## src/rtl/cpu_run_ctrl.sv

```systemverilog
// cpu_run_ctrl
// Host-side run/step controller for the CPU enable generator. It accepts
// halt / run / step-N / run-to-break commands and drives the ALWAYS and ONCE
// enable levels. Each step is one ONCE pulse: STEP_HI cycles high, then
// STEP_LO cycles low. It also reports busy/done status, the halt reason and
// a saturating count of enabled CPU cycles.
//
// Optional feature: define CPU_RUN_CTRL_BREAKPOINT_EN to build the BRKRUN
// state and the PC/breakpoint compare. Without it, op 11 behaves as run,
// and i_pc / i_brk_addr are ignored.
//
// Ports:
//   i_clk, i_rst_n    clock, synchronous active-low reset
//   i_cmd_valid/op/arg, o_cmd_ready   command channel
//   i_pc, i_brk_addr  program counter and breakpoint address
//   i_cpu_en_in       CPU_EN_OUT fed back from the enable generator
//   i_cnt_clr         synchronous clear of o_cycle_cnt
//   o_always_cpu_en, o_once_cpu_en   enable levels (registered)
//   o_busy, o_done, o_halt_reason    status (registered)
//   o_cycle_cnt       enabled-cycle counter (registered, saturating)
//   o_dbg_state       current FSM state, for debug visibility
//
// Handshake: a command transfers on a posedge where i_cmd_valid and
// o_cmd_ready are both 1. o_cmd_ready is combinational: it is 1 in IDLE,
// and 1 in any state when the presented op is halt. The host holds the
// command stable until it transfers.

module cpu_run_ctrl #(
  parameter int ADDR_W  = 16,
  parameter int STEP_HI = 2,
  parameter int STEP_LO = 2,
  parameter int CNT_W   = 32
) (
  input  logic              i_clk,
  input  logic              i_rst_n,
  input  logic              i_cmd_valid,
  input  logic [1:0]        i_cmd_op,
  input  logic [15:0]       i_cmd_arg,
  output logic              o_cmd_ready,
  input  logic [ADDR_W-1:0] i_pc,
  input  logic [ADDR_W-1:0] i_brk_addr,
  input  logic              i_cpu_en_in,
  input  logic              i_cnt_clr,
  output logic              o_always_cpu_en,
  output logic              o_once_cpu_en,
  output logic              o_busy,
  output logic              o_done,
  output logic [1:0]        o_halt_reason,
  output logic [CNT_W-1:0]  o_cycle_cnt,
  output logic [2:0]        o_dbg_state
);

  localparam logic [1:0] OP_HALT = 2'b00;
  localparam logic [1:0] OP_RUN  = 2'b01;
  localparam logic [1:0] OP_STEP = 2'b10;
  localparam logic [1:0] OP_BRK  = 2'b11;

  localparam logic [1:0] HR_NONE = 2'd0;
  localparam logic [1:0] HR_HOST = 2'd1;
  localparam logic [1:0] HR_STEP = 2'd2;
`ifdef CPU_RUN_CTRL_BREAKPOINT_EN
  localparam logic [1:0] HR_BRK  = 2'd3;
`endif

  // Phase counter is shared by STEP_HI and STEP_LO; sized for the longer one.
  localparam int PH_MAX = (STEP_HI > STEP_LO) ? STEP_HI : STEP_LO;
  localparam int PH_W   = (PH_MAX > 1) ? $clog2(PH_MAX) : 1;

  typedef enum logic [2:0] {
    S_IDLE    = 3'd0,
    S_RUN     = 3'd1,
`ifdef CPU_RUN_CTRL_BREAKPOINT_EN
    S_BRKRUN  = 3'd2,
`endif
    S_STEP_HI = 3'd3,
    S_STEP_LO = 3'd4
  } state_t;

  state_t            r_state;
  state_t            w_state_nxt;
  logic [PH_W-1:0]   r_phase;
  logic [PH_W-1:0]   w_phase_nxt;
  logic [15:0]       r_remain;
  logic [15:0]       w_remain_nxt;
  logic              w_done_nxt;
  logic [1:0]        w_hr_nxt;
  logic              w_accept;
  logic              w_brk_hit;

  assign o_cmd_ready = (r_state == S_IDLE) | (i_cmd_op == OP_HALT);
  assign w_accept    = i_cmd_valid & o_cmd_ready;
  assign o_dbg_state = r_state;

`ifdef CPU_RUN_CTRL_BREAKPOINT_EN
  assign w_brk_hit = i_cpu_en_in & (i_pc == i_brk_addr);
`else
  logic w_unused_brk;
  assign w_brk_hit    = 1'b0;
  assign w_unused_brk = ^{i_pc, i_brk_addr};
`endif

  always_comb begin
    w_state_nxt  = r_state;
    w_phase_nxt  = r_phase;
    w_remain_nxt = r_remain;
    w_done_nxt   = 1'b0;
    w_hr_nxt     = o_halt_reason;

    if (w_accept && (i_cmd_op == OP_HALT)) begin
      // Halt wins over anything the current state would do this cycle.
      w_state_nxt  = S_IDLE;
      w_phase_nxt  = '0;
      w_remain_nxt = '0;
      w_done_nxt   = 1'b1;
      w_hr_nxt     = HR_HOST;
    end else begin
      case (r_state)
        S_IDLE: begin
          if (w_accept) begin
            case (i_cmd_op)
              OP_RUN: begin
                w_state_nxt = S_RUN;
                w_hr_nxt    = HR_NONE;
              end
              OP_STEP: begin
                if (i_cmd_arg == 16'd0) begin
                  w_done_nxt = 1'b1;
                  w_hr_nxt   = HR_STEP;
                end else begin
                  w_state_nxt  = S_STEP_HI;
                  w_remain_nxt = i_cmd_arg;
                  w_phase_nxt  = '0;
                  w_hr_nxt     = HR_NONE;
                end
              end
              OP_BRK: begin
`ifdef CPU_RUN_CTRL_BREAKPOINT_EN
                w_state_nxt = S_BRKRUN;
`else
                w_state_nxt = S_RUN;
`endif
                w_hr_nxt    = HR_NONE;
              end
              default: ;
            endcase
          end
        end
        S_RUN: ;
`ifdef CPU_RUN_CTRL_BREAKPOINT_EN
        S_BRKRUN: begin
          if (w_brk_hit) begin
            w_state_nxt = S_IDLE;
            w_done_nxt  = 1'b1;
            w_hr_nxt    = HR_BRK;
          end
        end
`endif
        S_STEP_HI: begin
          if (r_phase == PH_W'(STEP_HI - 1)) begin
            w_state_nxt = S_STEP_LO;
            w_phase_nxt = '0;
          end else begin
            w_phase_nxt = r_phase + PH_W'(1);
          end
        end
        S_STEP_LO: begin
          if (r_phase == PH_W'(STEP_LO - 1)) begin
            w_phase_nxt  = '0;
            w_remain_nxt = r_remain - 16'd1;
            if (r_remain == 16'd1) begin
              w_state_nxt = S_IDLE;
              w_done_nxt  = 1'b1;
              w_hr_nxt    = HR_STEP;
            end else begin
              w_state_nxt = S_STEP_HI;
            end
          end else begin
            w_phase_nxt = r_phase + PH_W'(1);
          end
        end
        default: w_state_nxt = S_IDLE;
      endcase
    end
  end

  // Outputs are decoded from the next state so they line up with the state
  // register: an accept at posedge T shows the new levels right after T.
  always_ff @(posedge i_clk) begin
    if (!i_rst_n) begin
      r_state         <= S_IDLE;
      r_phase         <= '0;
      r_remain        <= '0;
      o_always_cpu_en <= 1'b0;
      o_once_cpu_en   <= 1'b0;
      o_busy          <= 1'b0;
      o_done          <= 1'b0;
      o_halt_reason   <= HR_NONE;
    end else begin
      r_state         <= w_state_nxt;
      r_phase         <= w_phase_nxt;
      r_remain        <= w_remain_nxt;
`ifdef CPU_RUN_CTRL_BREAKPOINT_EN
      o_always_cpu_en <= (w_state_nxt == S_RUN) || (w_state_nxt == S_BRKRUN);
`else
      o_always_cpu_en <= (w_state_nxt == S_RUN);
`endif
      o_once_cpu_en   <= (w_state_nxt == S_STEP_HI);
      o_busy          <= (w_state_nxt != S_IDLE);
      o_done          <= w_done_nxt;
      o_halt_reason   <= w_hr_nxt;
    end
  end

  // Clear beats increment; the count sticks at all ones.
  always_ff @(posedge i_clk) begin
    if (!i_rst_n) begin
      o_cycle_cnt <= '0;
    end else if (i_cnt_clr) begin
      o_cycle_cnt <= '0;
    end else if (i_cpu_en_in && (o_cycle_cnt != '1)) begin
      o_cycle_cnt <= o_cycle_cnt + CNT_W'(1);
    end
  end

endmodule

```

## config.mk

```make
export PLATFORM = sky130hd
export DESIGN_NAME = cpu_run_ctrl
export DESIGN_NICKNAME = d
export VERILOG_FILES = /design/src/rtl/cpu_run_ctrl.sv
export SDC_FILE = /design/constraint.sdc
export NUM_CORES = 1
export LEC_CHECK = 0
export ABC_AREA = 1
export CAP_MARGIN = 20
export CORE_ASPECT_RATIO = 0.8
export CORE_MARGIN = 5
export CORE_UTILIZATION = 54
export DETAILED_ROUTE_END_ITERATION = 10
export PLACE_DENSITY = 0.87
export SLEW_MARGIN = 10
export SYNTH_ARGS = -nofsm -noshare
export SYNTH_HDL_FRONTEND = slang
export SYNTH_SLANG_ARGS = --single-unit
```

## constraint.sdc

```tcl
create_clock -name i_clk -period 4.4 [get_ports i_clk]
set_input_delay 1.32 -clock i_clk [delete_from_list [all_inputs] [get_ports i_clk]]
set_output_delay 1.32 -clock i_clk [all_outputs]
set_load 0.005 [all_outputs]
```

* After elaboration in Yosys (flattened, before gate mapping)
Index checks and enable logic that the tools add are counted.
Widths: inputs -> output; s select.
** Storage, ports and cells
- Register bits :: 58
- Output and inout bits :: 42
- Word-level logic and storage cells :: 85
- Bits of input ports :: 55
** Cells by class
- Equality and inequality tests :: 20
- Mux-type cells :: 32
- Bitwise gates (word level) :: 3
- Reduce and logical (&&, ||, !) cells :: 17
- Add/subtract/negate cells :: 3
** Operator list (count)
- $mux 16 :: 4
- $add 32x1->32 const B :: 1
- $ne 32x32->1 const B :: 1
- $pmux 16 s2 :: 1
- $eq 16x1->1 const B :: 1
- $logic_not 16->1 :: 1
- $sub 16x1->16 const B :: 1
- $mux 3 :: 5
- $reduce_and 5->1 :: 3
- $pmux 3 s4 :: 1
- $mux 1 :: 11
- $mux 2 :: 5
- $ne 2x2->1 const B :: 4
- $pmux 2 s2 :: 2
- $reduce_or 2->1 :: 4
- $eq 3x1->1 const B :: 2
- $eq 3x2->1 const B :: 2
- $ne 3x2->1 const B :: 2
- $ne 3x3->1 const B :: 2
- $pmux 3 s2 :: 1
- $reduce_bool 3->1 :: 2
- $eq 2x2->1 const B :: 2
- $ne 4x2->1 const B :: 1
- $pmux 1 s2 :: 2
- 12 further kinds :: 14

* Logic depth before layout (Yosys ltp)
Gate-level depths: netlist of run 1.
- Depth after elaboration :: 7
- Mapped depth :: 11
- Mapped depth without buffers :: 11

* Worst setup path before layout of run 1
OpenSTA, ideal clock, no wires.
- Path type :: in2out
- From :: input i_cmd_op[0]
- To :: output o_cmd_ready
- Path slack :: 1.509 ns
- Required time :: 3.080 ns
- Data arrival time :: 1.571 ns
- Buffers on the path :: 0
- Stages on the path :: 3
- Cell sequence :: nor2_1 -> inv_1 -> nand2_1
** Between the ends
- Cells in the longest elaborated chain, start to end :: 2
** RTL lines
- from (decl) :: line 37 : input logic [1:0] i_cmd_op,
- $logic_not 2->1 :: line 90 : assign o_cmd_ready = (r_state == S_IDLE) | (i_cmd_op == OP_HALT);
- $or 1x1->1 :: line 90
- to (decl) :: line 39 : output logic o_cmd_ready,
Every way passes these cells.

* Worst setup path after layout of run 1
Ends and elaborated chain as after synthesis.

==> results of run 1 <==
-- sequential cells by signal, indices dropped and copies added, names as in the netlist --
register / flops
o_dbg_state: 3
o_once_cpu_en: 1
o_busy: 1
o_cycle_cnt: 32
r_remain: 16
o_halt_reason: 2
o_done: 1
r_phase: 1
o_always_cpu_en: 1
-- how the worst max path moves through the flow --
stage	startpoint	end	slack [ns]
final	i_cmd_op[0]	o_cmd_ready	0.50
after global routing	i_cmd_op[0]	o_cmd_ready	0.41
after CTS	i_cmd_op[0]	o_cmd_ready	0.51
after detailed placement	i_cmd_op[0]	o_cmd_ready	0.52
after global placement	i_cmd_op[0]	o_cmd_ready	0.53
after floorplan	i_cmd_op[0]	o_cmd_ready	1.51
-- where the power goes --
| group | internal [mW] | switching [mW] |
|---|---|---|
| Combinational | 0.0834 | 0.141 |
| Clock | 0.249 | 0.217 |
| Sequential | 0.541 | 0.0146 |
| Total | 0.874 | 0.372 |
-- worst min-delay path, cell delays in order, from the launching register on --
cell and delay [ns]:
dfxtp_1 0.31, inv_1 0.04, a21oi_1 0.05
-- cell families (layout without fill, tap and decap cells) --
logic type | count (synthesis) | after routing | synth area share
fa+ha+maj | 3 | 3 | 0.00971
buf+inv | 62 | 131 | 0.0760
flops | 58 | 58 | 0.300
simple gates | 412 | 412 | 0.463
xor+xnor | 16 | 16 | 0.0362
compound gates | 74 | 74 | 0.115
-- metrics by stage --
stage	hold WS [ns]	utilization	worst slack [ns]	instance area (sq um)
final	0.443	0.679	0.501	4700
after global routing	0.468	0.679	0.411	4700
after CTS	0.445	0.679	0.510	4700
after detailed placement	0.435	0.652	0.519	4520
after global placement	0.436	0.652	0.532	4520
after floorplan	0.442	-	1.51	3870
-- cells in the final DEF, fill, tap and decap left out, types with 5 or more instances in the layout --
cell type | Yosys | routed
nand2_1 | 217 | 217
nor2_1 | 112 | 112
clkdlybuf4s50_1 | 0 | 64
dfxtp_1 | 58 | 58
inv_1 | 44 | 44
a21oi_1 | 32 | 32
nand3_1 | 27 | 27
o21ai_0 | 20 | 20
nand2_2 | 18 | 18
a21oi_2 | 18 | 18
clkbuf_8 | 0 | 12
nand3b_1 | 11 | 11
xor2_1 | 10 | 10
xnor2_1 | 6 | 6
inv_2 | 5 | 5
or2_2 | 5 | 5
nand4_1 | 5 | 5
-- final cells by class --
type / instances / area share
multi-input cells: 505 / 0.513
flip-flops and latches: 58 / 0.247
repair buffers: 65 / 0.138
inverters: 50 / 0.0399
clock buffers: 14 / 0.0367
well taps: 87 / 0.0232
clock inverters: 2 / 0.00213
-- metal layers --
metal,vias up,routed length [um],GRT usage
li1,2099,-,-
met1,1958,4910,0.321
met2,206,4460,0.351
met3,30,984,0.0670
met4,0,188,0.0569
met5,-,0,0
==> results_dict.tcl, run 1 <==
set metrics [dict create \
    yosys_register_bits 58 \
    ys_top_cells_by_count "217 x nand2_1, 112 x nor2_1, 58 x dfxtp_1" \
    slowest_delay_ns 0.50 \
    htreeDepth 3 \
    postRouteAntennaNets 0 \
    syn_avg_cell_area_sq_um 6.19 \
    synth_top_area_share 0.300 \
    min-delay-start "o_halt_reason[1]$_SDFFE_PP0P_" \
    r2r-end "r_remain[4]$_SDFFE_PP0P_" \
    yosysSeqAreaShare 0.300 \
    first_iter_violations 382 \
    setup_viol 0 \
    hold_path.class "reg -> reg" \
    die-area_sq_um 8960 \
    final_max_slew_viol_count 0 \
    antenna_found_initial 0 \
    cp_data_arrival_time_ns 2.58 \
    drt-pass1-iter-count 6 \
    via_per_inst 5.50 \
    path_buf_inv 3 \
    ys.flop_type "dfxtp_1" \
    wl_mm 10.6 \
    drive_gt1_frac 0.108 \
    synth_area_leaders "dfxtp_1 30%, nand2_1 21%, nor2_1 11%, inv_1 4.3%, a21oi_1 4.1%" \
    avgRoutedWirePerCell_um 13.5 \
    finalPower_mw 1.25 \
    path_depth 5 \
    regToRegStartpoint "o_dbg_state[2]$_SDFF_PN0_" \
    grt_pass1_wl_mm 17.3 \
    cap_viol_max_count 0 \
    setup_tns_ns 0 \
    clk_latency_ns 0.34 \
    maxClockFrequency_ghz 0.256 \
    leakage_nw 1.90 \
    rows 27 \
    grt_pass1_vias 3776 \
    powerDensity_nw_per_um2 265 \
    ctsResizeCount 0 \
    ys_types 34 \
    hold_viol 0 \
    path_cells "clkdlybuf4s50_1 -> nor2_1 -> inv_1 -> nand2_1 -> clkdlybuf4s50_1" \
    whs_path_depth 2 \
    layout.area.seq_sq_um 1160 \
    synth_edf_count 0 \
    crit_top_cell "clkdlybuf4s50_1" \
    async_flop_share 0 \
    tightest_slew_ns 0.681 \
    gp_congestion 0.987 \
    slowest_stage "clkdlybuf4s50_1" \
    placed_cells 765 \
    grt_overflow 0 \
    r2r_slack_ns 1.84 \
    vdd_drop_max_v 0.000211 \
    yosys.area.top_type "dfxtp_1" \
    critPathTopFamily "buffers and inverters" \
    status "completed" \
    chipHeight_um 85.7 \
    core_area_sq_um 6930 \
    cts_tree "done" \
    path_clk_slew_ns 0.07 \
    final_nets 747 \
    synth_most_common_cell "nand2_1" \
    synth_nets 683 \
    netlist_instances 625 \
    drc 0 \
    cp.required_ns 3.08 \
    start_kind "input port" \
    finalCriticalPeriod_ns 3.90 \
    skew_ns 0.00868 \
    fill_cells 581 \
    post_cts_buffers 0 \
    io_buffers 64 \
    cts_made_buffers 9 \
    cts_hold_buf 0 \
    crit_fanout 3 \
    post-route-period-util 0.886 \
    grtUsageTotal 0.230 \
    end_kind "output pin" \
    slew_headroom 0.545 \
    n_antenna_cell 0 \
    syn-cell-area_sq_um 3870 \
    hold_path_end "o_halt_reason[1]$_SDFFE_PP0P_" \
    rsz0062_at_grt "false" \
    crit_type "in -> out" \
    multi_input_area_sq_um 2410 \
    start_util 0.558 \
    cts_root_buf "clkbuf_8" \
    ys_warn_count 0 \
    grt_max_degree 30 \
    die_x_um 105 \
    clock_sinks 58 \
    synthToLayoutAreaGrowth_pct 21.5 \
    dp_hpwl_mm 7.84 \
    final_cells 781 \
    ioPinCount 97 \
    clockBufferDepth 2 \
    dr_total_vias 4293 \
    reg2reg_depth 8 \
]
No activity file was read; power rests on OpenSTA's default activity.
==> run 2, diff against run 1 <==
PLACE_DENSITY = not set   (was 0.87)
PLACE_DENSITY_LB_ADDON = 0.15   (was not set)
==> run 2 against run 1 <==
Die area unchanged; clock power rose by 11%; largest cell class unchanged; highest routed layer unchanged; via count down 4.2%; largest power group unchanged.
==> results_dict.tcl, run 2 (same netlist as run 1, synthesis figures left out) <==
set metrics [dict create \
    end_kind "output pin" \
    grt_pass1_vias 3677 \
    fill_cells 611 \
    mostFrequentLayoutCell "nand2_1" \
    cap_viol_max_count 0 \
    clk_latency_ns 0.34 \
    core_area_sq_um 6930 \
    utilization 0.682 \
    path_cells "clkdlybuf4s50_1 -> nor2_1 -> inv_1 -> nand2_1 -> clkdlybuf4s50_1" \
    ctsResizeCount 0 \
    n_antenna_cell 0 \
    dp_hpwl_mm 7.76 \
    setup_tns_ns 0 \
    start_util 0.558 \
    status "completed" \
    die-area_sq_um 8960 \
    crit_fanout 3 \
    grtUsageTotal 0.228 \
    drc 0 \
    setup_viol 0 \
    wl_mm 10.4 \
    avgRoutedWirePerCell_um 13.3 \
    multi_input_area_sq_um 2410 \
    skew_ns 0.0110 \
    cts_made_buffers 9 \
    cp_data_arrival_time_ns 2.58 \
    postRouteAntennaNets 0 \
    clockBufferDepth 2 \
    hold_path.class "reg -> reg" \
    gp_congestion 0.951 \
    final_cell_mix "217 x nand2_1, 112 x nor2_1, 64 x clkdlybuf4s50_1" \
    hold_viol 0 \
    cts_tree "done" \
    start_kind "input port" \
    leakage_nw 1.91 \
    clock_sinks 58 \
    tightest_slew_ns 0.691 \
    path_clk_slew_ns 0.06 \
    finalCriticalPeriod_ns 3.90 \
    htreeDepth 3 \
    drt-pass1-iter-count 5 \
    post_cts_buffers 0 \
    reg2reg_depth 8 \
    cts_hold_buf 0 \
    largest_register "o_cycle_cnt" \
    grt_max_degree 30 \
    first_iter_violations 344 \
    largest_reg_flops 32 \
    crit_type "in -> out" \
    grt_overflow 0 \
    post-route-period-util 0.887 \
    antenna_found_initial 0 \
    rows 27 \
    powerDensity_nw_per_um2 273 \
    chipHeight_um 85.7 \
    synthToLayoutAreaGrowth_pct 22.1 \
    io_buffers 64 \
    vdd_drop_max_v 0.000234 \
    final_max_slew_viol_count 0 \
    cts_root_buf "clkbuf_8" \
    final_nets 747 \
    ioPinCount 97 \
    drive_gt1_frac 0.108 \
    via_per_inst 5.27 \
    cp.required_ns 3.08 \
    dr_total_vias 4112 \
    rsz0062_at_grt "false" \
    die_x_um 105 \
    maxClockFrequency_ghz 0.256 \
    slowest_stage "clkdlybuf4s50_1" \
    whs_path_depth 2 \
    layout.area.seq_sq_um 1160 \
    slowest_delay_ns 0.50 \
    slew_headroom 0.539 \
    crit_top_cell "clkdlybuf4s50_1" \
    grt_pass1_wl_mm 17.1 \
]
run 2: critical path: cells and delay by family:
kind                   cells  cell delay (ns)
buffers and inverters      3             1.03
and+or+nand+nor            2             0.24
run 2: path summary, 6_finish.rpt:
| kind | start | end | slack (ns) |
|---|---|---|---|
| worst min register to register | o_halt_reason[1]$_SDFFE_PP0P_ | o_halt_reason[1]$_SDFFE_PP0P_ | 0.45 |
| worst min-delay path | o_halt_reason[1]$_SDFFE_PP0P_ | o_halt_reason[1]$_SDFFE_PP0P_ | 0.45 |
| worst max register to register | o_dbg_state[2]$_SDFF_PN0_ | r_remain[4]$_SDFFE_PP0P_ | 1.89 |
| worst max-delay path | i_cmd_op[0] | o_cmd_ready | 0.50 |
run 2: through the flow:
step	instances	hold slack [ns]	power, mW	setup slack (ns)	instance area (sq um)
floorplan	625	0.442	0.714	1.51	3870
global placement	765	0.439	0.777	0.520	4520
detailed placement	765	0.442	0.780	0.499	4520
CTS	780	0.458	1.29	0.487	4720
global route	780	0.478	1.35	0.438	4720
finish	780	0.454	1.29	0.496	4720
run 2: power by group:
group | switching (mW) | leakage (nW) | internal (mW)
clock network | 0.211 | 0.106 | 0.304
registers | 0.0144 | 0.470 | 0.541
logic | 0.137 | 1.33 | 0.0834
total | 0.362 | 1.91 | 0.929
run 2: routing by layer:
layer  vias to the layer above  global-route usage  part of all wire
met4                         0              0.0639             0.013
met3                        13              0.0707             0.085
met1                      1848               0.326              0.50
met5                         -                   0                 0
li1                       2097                   -                 -
met2                       154               0.331              0.41
run 2: final cells by class:
class	instances	share of cell area
inverters	50	0.0397
flip-flops and latches	58	0.246
multi-input cells	505	0.511
clock inverters	2	0.00742
clock buffers	13	0.0358
repair buffers	65	0.137
well taps	87	0.0231
